--- config.mk ---
export PLATFORM = sky130hd
export DESIGN_NAME = dcache_bank_arbiter
export DESIGN_NICKNAME = d
export VERILOG_FILES = /design/src/rtl/dcache_bank_pkg.sv /design/src/rtl/dcache_store_buf.sv /design/src/rtl/dcache_bank_arbiter.sv
export SDC_FILE = /design/constraint.sdc
export NUM_CORES = 1
export LEC_CHECK = 0
export BUFFER_PORTS_ARGS = -buffer_cell sky130_fd_sc_hd__buf_2
export CAP_MARGIN = 20
export CORE_AREA = 2 2 277 279
export DETAILED_ROUTE_END_ITERATION = 16
export DIE_AREA = 0 0 279 281
export HOLD_SLACK_MARGIN = 0.06
export PLACE_DENSITY = 0.4
export SLEW_MARGIN = 15
export SYNTH_ARGS = -nofsm -noshare
export SYNTH_HDL_FRONTEND = slang
export SYNTH_HIERARCHICAL = 1
export SYNTH_SLANG_ARGS = --single-unit
--- constraint.sdc ---
create_clock -name clk -period 3.5 [get_ports clk]
set_input_delay 0.7 -clock clk [delete_from_list [all_inputs] [get_ports clk]]
set_output_delay 0.7 -clock clk [all_outputs]
set_load 0.02 [all_outputs]
--- src/rtl/dcache_bank_pkg.sv ---
// Shared types for the data-cache bank arbiter and its store buffer.
// Optional feature macro: DCACHE_SB_FWD_EN (full-word store-to-load forwarding).
package dcache_bank_pkg;

  localparam int unsigned LINE_WORDS  = 8;
  // Widest word address a store-buffer entry can carry; narrower addresses
  // are zero-extended into it.
  localparam int unsigned SB_ADDR_MAX = 16;

  typedef struct packed {
    logic [SB_ADDR_MAX-1:0] addr;
    logic [3:0]             ben;
    logic [31:0]            data;
  } sb_entry_t;

  typedef enum logic [1:0] {
    OP_IDLE,
    OP_LOAD,
    OP_DRAIN,
    OP_REFILL
  } bank_op_e;

endpackage

--- src/rtl/dcache_store_buf.sv ---
// Store buffer FIFO for one data-cache bank: push/pop storage, per-entry
// word and line match vectors, and youngest full-word forward data.
// Optional feature macro: DCACHE_SB_FWD_EN (forward path; tied off otherwise).
module dcache_store_buf
  import dcache_bank_pkg::*;
#(
  parameter int unsigned ADDR_WIDTH = 10,
  parameter int unsigned SB_DEPTH   = 2
) (
  input  logic                  clk,
  input  logic                  rst,
  input  logic                  i_push,
  input  logic [ADDR_WIDTH-1:0] i_push_addr,
  input  logic [3:0]            i_push_ben,
  input  logic [31:0]           i_push_data,
  input  logic                  i_pop,
  input  logic [ADDR_WIDTH-1:0] i_ld_addr,
  input  logic [ADDR_WIDTH-1:0] i_rf_addr,
  output logic                  o_full,
  output logic                  o_empty,
  output logic [ADDR_WIDTH-1:0] o_head_addr,
  output logic [3:0]            o_head_ben,
  output logic [31:0]           o_head_data,
  output logic [SB_DEPTH-1:0]   o_word_match,
  output logic [SB_DEPTH-1:0]   o_line_match,
  output logic                  o_fwd_hit,
  output logic [31:0]           o_fwd_data
);

  localparam int unsigned PTR_W   = $clog2(SB_DEPTH);
  localparam int unsigned CNT_W   = PTR_W + 1;
  localparam int unsigned LINE_SH = $clog2(LINE_WORDS);

  sb_entry_t              r_mem [SB_DEPTH];
  logic [PTR_W-1:0]       r_wr;
  logic [PTR_W-1:0]       r_rd;
  logic [CNT_W-1:0]       r_count;
  sb_entry_t              w_push_entry;
  logic [SB_ADDR_MAX-1:0] w_ld_key;
  logic [SB_ADDR_MAX-1:0] w_rf_key;
  logic [PTR_W-1:0]       w_idx;
`ifdef DCACHE_SB_FWD_EN
  logic                   w_fwd_any;
  logic [3:0]             w_fwd_ben;
  logic [31:0]            w_fwd_data;
`endif

  assign w_ld_key = SB_ADDR_MAX'(i_ld_addr);
  assign w_rf_key = SB_ADDR_MAX'(i_rf_addr);

  // Assemble the entry written on push
  always_comb begin
    w_push_entry      = '0;
    w_push_entry.addr = SB_ADDR_MAX'(i_push_addr);
    w_push_entry.ben  = i_push_ben;
    w_push_entry.data = i_push_data;
  end

  // Pointer and occupancy update; pointers wrap naturally at SB_DEPTH
  always_ff @(posedge clk or posedge rst) begin
    if (rst) begin
      r_wr    <= '0;
      r_rd    <= '0;
      r_count <= '0;
    end else begin
      if (i_push) r_wr <= r_wr + 1'b1;
      if (i_pop)  r_rd <= r_rd + 1'b1;
      case ({i_push, i_pop})
        2'b10:   r_count <= r_count + 1'b1;
        2'b01:   r_count <= r_count - 1'b1;
        default: r_count <= r_count;
      endcase
    end
  end

  // Entry storage; contents are meaningless while the slot is unoccupied
  always_ff @(posedge clk) begin
    if (i_push) r_mem[r_wr] <= w_push_entry;
  end

  assign o_full      = (r_count == CNT_W'(SB_DEPTH));
  assign o_empty     = (r_count == '0);
  assign o_head_addr = r_mem[r_rd].addr[ADDR_WIDTH-1:0];
  assign o_head_ben  = r_mem[r_rd].ben;
  assign o_head_data = r_mem[r_rd].data;

  // Walk occupied entries oldest to youngest so the last word match seen
  // is the youngest one, which is the only one allowed to forward.
  always_comb begin
    o_word_match = '0;
    o_line_match = '0;
    w_idx        = '0;
`ifdef DCACHE_SB_FWD_EN
    w_fwd_any    = 1'b0;
    w_fwd_ben    = '0;
    w_fwd_data   = '0;
`endif
    for (int unsigned k = 0; k < SB_DEPTH; k++) begin
      w_idx = r_rd + PTR_W'(k);
      if (CNT_W'(k) < r_count) begin
        if (r_mem[w_idx].addr == w_ld_key) begin
          o_word_match[w_idx] = 1'b1;
`ifdef DCACHE_SB_FWD_EN
          w_fwd_any  = 1'b1;
          w_fwd_ben  = r_mem[w_idx].ben;
          w_fwd_data = r_mem[w_idx].data;
`endif
        end
        if ((r_mem[w_idx].addr >> LINE_SH) == (w_rf_key >> LINE_SH))
          o_line_match[w_idx] = 1'b1;
      end
    end
  end

`ifdef DCACHE_SB_FWD_EN
  assign o_fwd_hit  = w_fwd_any && (w_fwd_ben == 4'hF);
  assign o_fwd_data = w_fwd_data;
`else
  assign o_fwd_hit  = 1'b0;
  assign o_fwd_data = '0;
`endif

endmodule

--- src/rtl/dcache_bank_arbiter.sv ---
// Arbiter/sequencer for one data-cache bank: chooses one of refill, store
// drain or load each cycle and returns load data one cycle after accept.
// Optional feature macro: DCACHE_SB_FWD_EN (handled inside dcache_store_buf;
// with it undefined the forward hit is constant 0 and every match blocks).
module dcache_bank_arbiter
  import dcache_bank_pkg::*;
#(
  parameter int unsigned ADDR_WIDTH = 10,
  parameter int unsigned SB_DEPTH   = 2
) (
  input  logic                     clk,
  input  logic                     rst,
  input  logic                     ld_valid,
  output logic                     ld_ready,
  input  logic [ADDR_WIDTH-1:0]    ld_addr,
  output logic                     ld_rvalid,
  output logic [31:0]              ld_rdata,
  input  logic                     st_valid,
  output logic                     st_ready,
  input  logic [ADDR_WIDTH-1:0]    st_addr,
  input  logic [3:0]               st_ben,
  input  logic [31:0]              st_data,
  input  logic                     rf_valid,
  output logic                     rf_ready,
  input  logic [ADDR_WIDTH-1:0]    rf_addr,
  input  logic [32*LINE_WORDS-1:0] rf_line,
  output logic                     sb_empty,
  output logic [ADDR_WIDTH-1:0]    bank_raddr,
  output logic [ADDR_WIDTH-1:0]    bank_waddr,
  output logic                     bank_re,
  output logic                     bank_we,
  output logic                     bank_store,
  output logic                     bank_hit_write,
  output logic [3:0]               bank_byte_ben,
  output logic [31:0]              bank_din,
  output logic [32*LINE_WORDS-1:0] bank_din_all,
  input  logic [31:0]              bank_dout
);

  bank_op_e              w_op;
  logic                  w_full;
  logic                  w_empty;
  logic [ADDR_WIDTH-1:0] w_head_addr;
  logic [3:0]            w_head_ben;
  logic [31:0]           w_head_data;
  logic [SB_DEPTH-1:0]   w_word_match;
  logic [SB_DEPTH-1:0]   w_line_match;
  logic                  w_fwd_hit;
  logic [31:0]           w_fwd_data;
  logic                  w_ld_block;
  logic                  w_rf_block;
  logic                  w_push;
  logic                  w_pop;
  logic                  r_rvalid;
  logic                  r_fwd_sel;
  logic [31:0]           r_fwd_data;
  logic [ADDR_WIDTH-1:0] r_raddr;

  // Stores are accepted purely on registered occupancy, never bypassing
  // the buffer; a store and a load to the same word in one cycle see the
  // load first because the new entry is only visible next cycle.
  assign st_ready = !w_full;
  assign sb_empty = w_empty;
  assign w_push   = st_valid && !w_full;
  assign w_pop    = (w_op == OP_DRAIN);

  dcache_store_buf #(
    .ADDR_WIDTH (ADDR_WIDTH),
    .SB_DEPTH   (SB_DEPTH)
  ) u_sb (
    .clk          (clk),
    .rst          (rst),
    .i_push       (w_push),
    .i_push_addr  (st_addr),
    .i_push_ben   (st_ben),
    .i_push_data  (st_data),
    .i_pop        (w_pop),
    .i_ld_addr    (ld_addr),
    .i_rf_addr    (rf_addr),
    .o_full       (w_full),
    .o_empty      (w_empty),
    .o_head_addr  (w_head_addr),
    .o_head_ben   (w_head_ben),
    .o_head_data  (w_head_data),
    .o_word_match (w_word_match),
    .o_line_match (w_line_match),
    .o_fwd_hit    (w_fwd_hit),
    .o_fwd_data   (w_fwd_data)
  );

  assign w_ld_block = (|w_word_match) && !w_fwd_hit;
  assign w_rf_block = |w_line_match;

  // Per-cycle bank operation select, highest priority first
  always_comb begin
    w_op = OP_IDLE;
    if (rf_valid && !w_rf_block)
      w_op = OP_REFILL;
    else if (w_full || (rf_valid && w_rf_block) || (ld_valid && w_ld_block))
      w_op = OP_DRAIN;
    else if (ld_valid)
      w_op = OP_LOAD;
    else if (!w_empty)
      w_op = OP_DRAIN;
  end

  assign ld_ready = (w_op == OP_LOAD);
  assign rf_ready = (w_op == OP_REFILL);

  // Bank port drive for the selected operation
  always_comb begin
    bank_re        = 1'b0;
    bank_we        = 1'b0;
    bank_store     = 1'b0;
    bank_hit_write = 1'b0;
    bank_waddr     = '0;
    bank_byte_ben  = '0;
    bank_din       = '0;
    bank_din_all   = '0;
    bank_raddr     = r_raddr;
    case (w_op)
      OP_REFILL: begin
        bank_we        = 1'b1;
        bank_hit_write = 1'b1;
        bank_waddr     = rf_addr;
        bank_din_all   = rf_line;
      end
      OP_DRAIN: begin
        bank_we       = 1'b1;
        bank_store    = 1'b1;
        bank_waddr    = w_head_addr;
        bank_byte_ben = w_head_ben;
        bank_din      = w_head_data;
      end
      OP_LOAD: begin
        bank_re    = !w_fwd_hit;
        bank_raddr = ld_addr;
      end
      default: ;
    endcase
  end

  // Load return pipeline and held read address
  always_ff @(posedge clk or posedge rst) begin
    if (rst) begin
      r_rvalid   <= 1'b0;
      r_fwd_sel  <= 1'b0;
      r_fwd_data <= '0;
      r_raddr    <= '0;
    end else begin
      r_rvalid  <= (w_op == OP_LOAD);
      r_fwd_sel <= (w_op == OP_LOAD) && w_fwd_hit;
      if ((w_op == OP_LOAD) && w_fwd_hit) r_fwd_data <= w_fwd_data;
      if (w_op == OP_LOAD) r_raddr <= ld_addr;
    end
  end

  assign ld_rvalid = r_rvalid;
  assign ld_rdata  = r_rvalid ? (r_fwd_sel ? r_fwd_data : bank_dout) : '0;

endmodule

==> results of run 1 <==
-- worst reg2reg max path, stage by stage (launching register included) --
cell and delay (ns):
dfrtp_2 0.42, buf_12 0.20, mux2_2 0.41, xor2_2 0.15, nor4_2 0.05, buf_4 0.14, nand4_1 0.09, o31ai_1 0.07
o21ba_2 0.25, a2111oi_4 0.30, buf_6 0.19, buf_6 0.17, nor2_4 0.06, buf_4 0.14, ha_1 0.31, o21ai_0 0.19
-- registers in the layout, summed over array words and instances (netlist names) --
name and flops:
r_fwd_sel 1, u_sb/r_wr 1, r_raddr 10, u_sb/r_mem 92, ld_rvalid 1, u_sb/r_count 2, r_fwd_data 32, u_sb/r_rd 1
-- cells by family (layout without fill, tap and decap cells) --
family	after synthesis	in the layout	share of synthesized area [%]
AO/OA/AOI/OAI	19	19	1.44
XOR/XNOR	38	38	3.69
multiplexers	130	130	15.8
flip-flops	140	140	43.9
buffers and inverters	108	832	8.94
other	1	50	0.0416
adder cells (fa/ha/maj)	4	4	0.555
AND/OR/NAND/NOR	373	373	25.6
-- what timing repair did --
action                                  4_1_cts  5_1_grt
endpoints found under the setup margin      320      318
pin swaps                                     5        1
hold endpoints to repair                      0        0
buffers inserted                             10        0
cloned                                        5        0
gates resized for setup                     131       31
-- per-layer routing --
metal	GRT usage [%]	up-vias	share of wire, %
met5	0	-	0.46
met4	3.34	44	1.9
met3	6.89	116	10
met2	23.2	492	44
met1	19.1	4377	43
li1	-	4162	-
-- power by group through the flow --
| stage | combinational, uW | sequential, uW | clock [uW] |
|---|---|---|---|
| after floorplan | 2420 | 2460 | 0 |
| after CTS | 4190 | 2540 | 1980 |
| final | 4230 | 2540 | 1910 |
| after global placement | 3830 | 2550 | 0 |
| after global routing | 4520 | 2590 | 2040 |
| after detailed placement | 3830 | 2570 | 0 |
-- layout make-up --
type                    instances  area, um2
clock inverters                15        175
fillers                      8471      60200
repair buffers                783       4600
repair inverters                1       11.3
flip-flops and latches        140       3970
inverters                      16       76.3
well taps                     978       1220
diodes                         17       42.5
multi-input cells             597       4690
clock buffers                  17        425
-- through the flow --
stage	area, um2	TNS (ns)	cells
after floorplan	9140	0	845
final	15200	-133.74	2564
after global routing	15200	-183.21	2551
after global placement	13800	-27.92	2500
after detailed placement	13800	-44.74	2500
after CTS	15000	-138.19	2547
-- cells in the mapped netlist (2+ instances only) --
library cell and instances:
and2_1 257, edfxtp_1 92, mux2_2 74, dfrtp_1 48, mux2i_1 48, buf_4 39
nor3b_1 36, nor2b_1 33, buf_6 30, xnor2_1 30, nand2_1 24, inv_1 15
o21ai_0 11, buf_2 10, clkbuf_1 9, nor4_1 8, xor2_1 8, mux2_4 6
ha_1 4, nor2_1 4, buf_1 3, nand3_1 3, nand4_1 2, o21ai_1 2
o31ai_1 2
-- worst paths after layout --
| path | from | to | slack [ns] | cells past startpoint |
|---|---|---|---|---|
| max | u_sb/r_rd | bank_din_all[79] | -0.54 | 14 |
| min | rst | u_sb/r_count[1] | 0.16 | 2 |
| max reg2reg | u_sb/r_rd | u_sb/r_count[1] | 0.28 | 15 |
| min reg2reg | r_raddr[2] | r_raddr[2] | 0.49 | 1 |
| max in group asynchronous | rst | r_fwd_data[9] | 2.50 | 3 |
| min in group clk | st_data[21] | u_sb/r_mem[0][21] | 0.42 | 1 |
==> flow_summary.json, run 1 <==
{
  "crit_required_ns": 2.80,
  "relSlewSlack_pct": -15.8,
  "die_w_um": 279,
  "critPathMaxFanout": 26,
  "grt_pass1_vias": 9149,
  "fin_crit_ns": 4.04,
  "hp-class": "primary input to asynchronous set/reset pin",
  "preCtsSetupSlack_ns": -0.307,
  "yosysTopAreaCell": "edfxtp_1",
  "synth-edff-count": 92,
  "drive_above_1_share_pct": 60.8,
  "hpwlAfterDp_mm": 53.7,
  "finalPower_uw": 8670,
  "netlist_area_um2": 9020,
  "ys_ff_latch": 140,
  "ys.flop_type": "edfxtp_1",
  "grt_max_degree": 47,
  "worstPathCellList": "buf_12 -> mux2i_2 -> buf_4 -> xnor2_2 -> nor4_2 -> nand2_1 -> o21ai_2 -> or3b_4 -> buf_12 -> inv_16 -> buf_12 -> and2_1 -> buf_4 -> buf_4",
  "clock.fmax_ghz": 0.248,
  "hold_ws_ns": 0.161,
  "via_per_inst": 3.58,
  "area_growth_pct": 68.5,
  "core-area_um2": 75400,
  "status": "finished, violations left",
  "portBuffers": 711,
  "cts_made_buffers": 17,
  "path_class": "flop to output pin",
  "wl_mm": 61.7,
  "postRouteAntennaNets": 0,
  "grt_pass1_wl_mm": 79.2,
  "cts_root_buf": "clkbuf_16",
  "initial_core_util_pct": 12.0,
  "async_flop_share_pct": 34.3,
  "dieHeight_um": 281,
  "grt_antenna_before_repair": 77,
  "slowest_delay_ns": 0.44,
  "p_per_area_nw_per_um2": 570,
  "leakage_uw": 0.00719,
  "clockBufferDepth": 2,
  "cts_tree": "built",
  "ctsHtreeMaxLevel": 4,
  "critPathLaunchType": "flop",
  "end_kind": "output pin",
  "drc": 0,
  "finalSetupViolCount": 317,
  "clock_latency_ns": 0.46,
  "syn_inst": 813,
  "rows": 101,
  "max_cap_viol_count": 0,
  "final_cell_mix": "buf_2 (636), and2_1 (250), buf_4 (119)",
  "combPwrFrac_pct": 48.8,
  "crit_buf_inv": 7,
  "vias": 9191,
  "tightest_slew_ns": 1.74,
  "overflow": 0,
  "track_usage_pct": 15.0,
  "synthTopCellsByArea": "edfxtp_1 (31%), and2_1 (18%), dfrtp_1 (13%)",
  "final_common_cell": "buf_2",
  "yosys.area.top_type_share_pct": 30.6,
  "ys_warn_count": 6,
  "drt_iter0_drc": 398,
  "cp_top_family": "buffers and inverters",
  "cts.sinks": 140,
  "die_area_um2": 78400,
  "switching_share_pct": 39.1,
  "io_pins": 712,
  "num-nets-final": 1919,
  "p_clk_share_pct": 22.0,
  "period_share_pct": 115,
  "skew_ns": 0.0133,
  "violations": "slew limit, setup timing",
  "crit_slowest_cell": "or3b_4",
  "wire_per_inst_um": 24.1,
  "ys_seq_area_share_pct": 43.9,
  "p_seq_share_pct": 29.3,
  "slew_viol_final": 34,
  "p_switching_uw": 3400,
  "syn_avg_cell_area_um2": 11.1,
  "worst_slack_ns": -0.537,
  "cts_hold_buf": 0,
  "fin_util_pct": 20.2,
  "place_congestion": 0.856,
  "power.internal_uw": 5280,
  "clk_pin_slew_worst_paths_ns": 0.07,
  "rsz0062_at_grt": "true",
  "hold_viol": 0,
  "cp.arrival_ns": 3.34,
  "vdd_ir_drop_max_v": 0.000300,
  "dr.pass1.iters": 4,
  "yosysUniqueCellTypes": 40
}
(Power assumes the default switching activity.)
==> run 2, diff against run 1 <==
==> constraint.sdc (replaced) <==
create_clock -name clk -period 3.5 [get_ports clk]
set_input_delay 0.7 -clock clk [delete_from_list [all_inputs] [get_ports clk]]
set_output_delay 0.7 -clock clk [all_outputs]
set_load 0.05 [all_outputs]
==> flow_summary.json, run 2 (synthesized netlist as in run 1, its figures left out) <==
{
  "ctsHtreeMaxLevel": 4,
  "postRouteAntennaNets": 0,
  "skew_ns": 0.0199,
  "clk_pin_slew_worst_paths_ns": 0.06,
  "overflow": 0,
  "leakage_uw": 0.00833,
  "cts_hold_buf": 0,
  "grt_pass1_wl_mm": 81.3,
  "period_share_pct": 117,
  "num-nets-final": 1955,
  "place_congestion": 0.826,
  "dieHeight_um": 281,
  "path_class": "flop to output pin",
  "layoutNonFillerInstCount": 2609,
  "core-area_um2": 75400,
  "crit_end": "bank_din_all[31]",
  "tightest_slew_ns": 1.62,
  "r2r_slack_ns": 0.11,
  "die_area_um2": 78400,
  "cts_root_buf": "clkbuf_16",
  "hpwlAfterDp_mm": 55.1,
  "track_usage_pct": 15.5,
  "cts.sinks": 140,
  "finalSetupViolCount": 318,
  "finalPower_uw": 11400,
  "vdd_ir_drop_max_v": 0.000411,
  "cts_tree": "built",
  "reg_top3": "u_sb/r_mem: 92 flops, r_fwd_data: 32 flops, r_raddr: 10 flops",
  "crit_start": "u_sb/r_rd",
  "max_cap_viol_count": 0,
  "violations": "slew limit, setup timing",
  "cts_made_buffers": 17,
  "rsz0062_at_grt": "true",
  "critPathLaunchType": "flop",
  "drive_above_1_share_pct": 67.6,
  "final_common_cell": "buf_2",
  "setup_tns_ns": -159.33,
  "grt_max_degree": 47,
  "cp.arrival_ns": 3.40,
  "initial_core_util_pct": 12.0,
  "dr.pass1.iters": 4,
  "r2r-end": "u_sb/r_count[1]",
  "grt_antenna_before_repair": 56,
  "io_pins": 712,
  "drc": 0,
  "grt_pass1_vias": 9407,
  "die_w_um": 279,
  "critPathMaxFanout": 8,
  "relSlewSlack_pct": -8.14,
  "hp-class": "primary input to asynchronous set/reset pin",
  "crit_required_ns": 2.80,
  "final_cell_mix": "buf_2 (448), and2_1 (189), buf_6 (124)",
  "hold_ws_ns": 0.151,
  "rr_worst_depth": 16,
  "p_per_area_nw_per_um2": 611,
  "largest_register_ffs": 92,
  "reg2reg_from": "u_sb/r_rd",
  "status": "finished, violations left",
  "hold_viol": 0,
  "clock.fmax_ghz": 0.244,
  "wl_mm": 65.5,
  "rows": 101,
  "placedCellCount": 2517,
  "fin_crit_ns": 4.10,
  "clockBufferDepth": 2,
  "clock_latency_ns": 0.47,
  "portBuffers": 711,
  "vias": 9323,
  "largest-register": "u_sb/r_mem",
  "wire_per_inst_um": 25.1,
  "area_growth_pct": 107,
  "end_kind": "output pin",
  "worst_slack_ns": -0.600,
  "via_per_inst": 3.57,
  "drt_iter0_drc": 350,
  "slew_viol_final": 34
}
[run 2: changes by cell type in the layout (fill, tap and decap cells not counted), sizes merged]
cell      previous run  this run
buf                779       811
diode               17        26
clkbuf              18        24
bufbuf               3         0
clkinv               3         4
clkinvlp             1         2
inv                 26        25
[run 2: per-layer routing]
layer	wire [um]	vias up	global-route usage (%)
met4	1800	34	6.69
met5	236	-	0
met1	26500	4506	18.4
li1	-	4240	-
met3	5890	96	6.49
met2	31100	447	24.6
[run 2: area by class of cell]
cell class	count	area, um2
clock inverters	15	176
inverters	16	78.8
diodes	26	65.1
multi-input cells	597	5310
clock buffers	17	425
repair buffers	818	7400
repair inverters	2	36.3
flip-flops and latches	140	3970
fillers	8077	56800
well taps	978	1220
[run 2: how the worst min path moves through the flow]
stage	slack, ns	from	cells past startpoint	end
after floorplan	0.46	u_sb/r_wr	1	u_sb/r_wr
after global placement	0.48	r_raddr[6]	1	r_raddr[6]
after detailed placement	0.48	r_raddr[3]	1	r_raddr[3]
after CTS	0.11	rst	2	u_sb/r_count[1]
after global routing	0.14	rst	2	u_sb/r_count[1]
final	0.15	rst	2	u_sb/r_count[1]
[run 2: what timing repair did]
item	4_1_cts	5_1_grt
pin swaps	13	36
setup buffers	4	25
setup endpoints to repair	318	318
cloned	3	8
gates resized for setup	243	336
[run 2: per-stage QoR]
stage / utilization (%) / instance area, um2 / setup WS [ns]
5_1_grt: 24.7 / 18600 / -0.765
6_report: 24.8 / 18700 / -0.600
3_3_place_gp: 20.9 / 15700 / -0.322
3_5_place_dp: 20.9 / 15700 / -0.305
4_1_cts: 22.8 / 17200 / -0.631
2_1_floorplan: - / 9430 / -0.478
[run 2: power by group]
part / internal, uW / switching [uW]
clock network: 1070 / 846
logic: 3090 / 3860
registers: 2300 / 236
[run 2: worst max-delay path, cell delays in order, from the launching register on]
cell,delay [ns]
dfrtp_4,0.52
buf_12,0.16
buf_6,0.14
mux2i_4,0.20
xnor2_1,0.14
nor4_2,0.29
nand2_1,0.14
o21ai_2,0.17
or3b_4,0.32
inv_16,0.10
buf_12,0.15
buf_4,0.12
and2_1,0.18
buf_12,0.14
buf_12,0.14
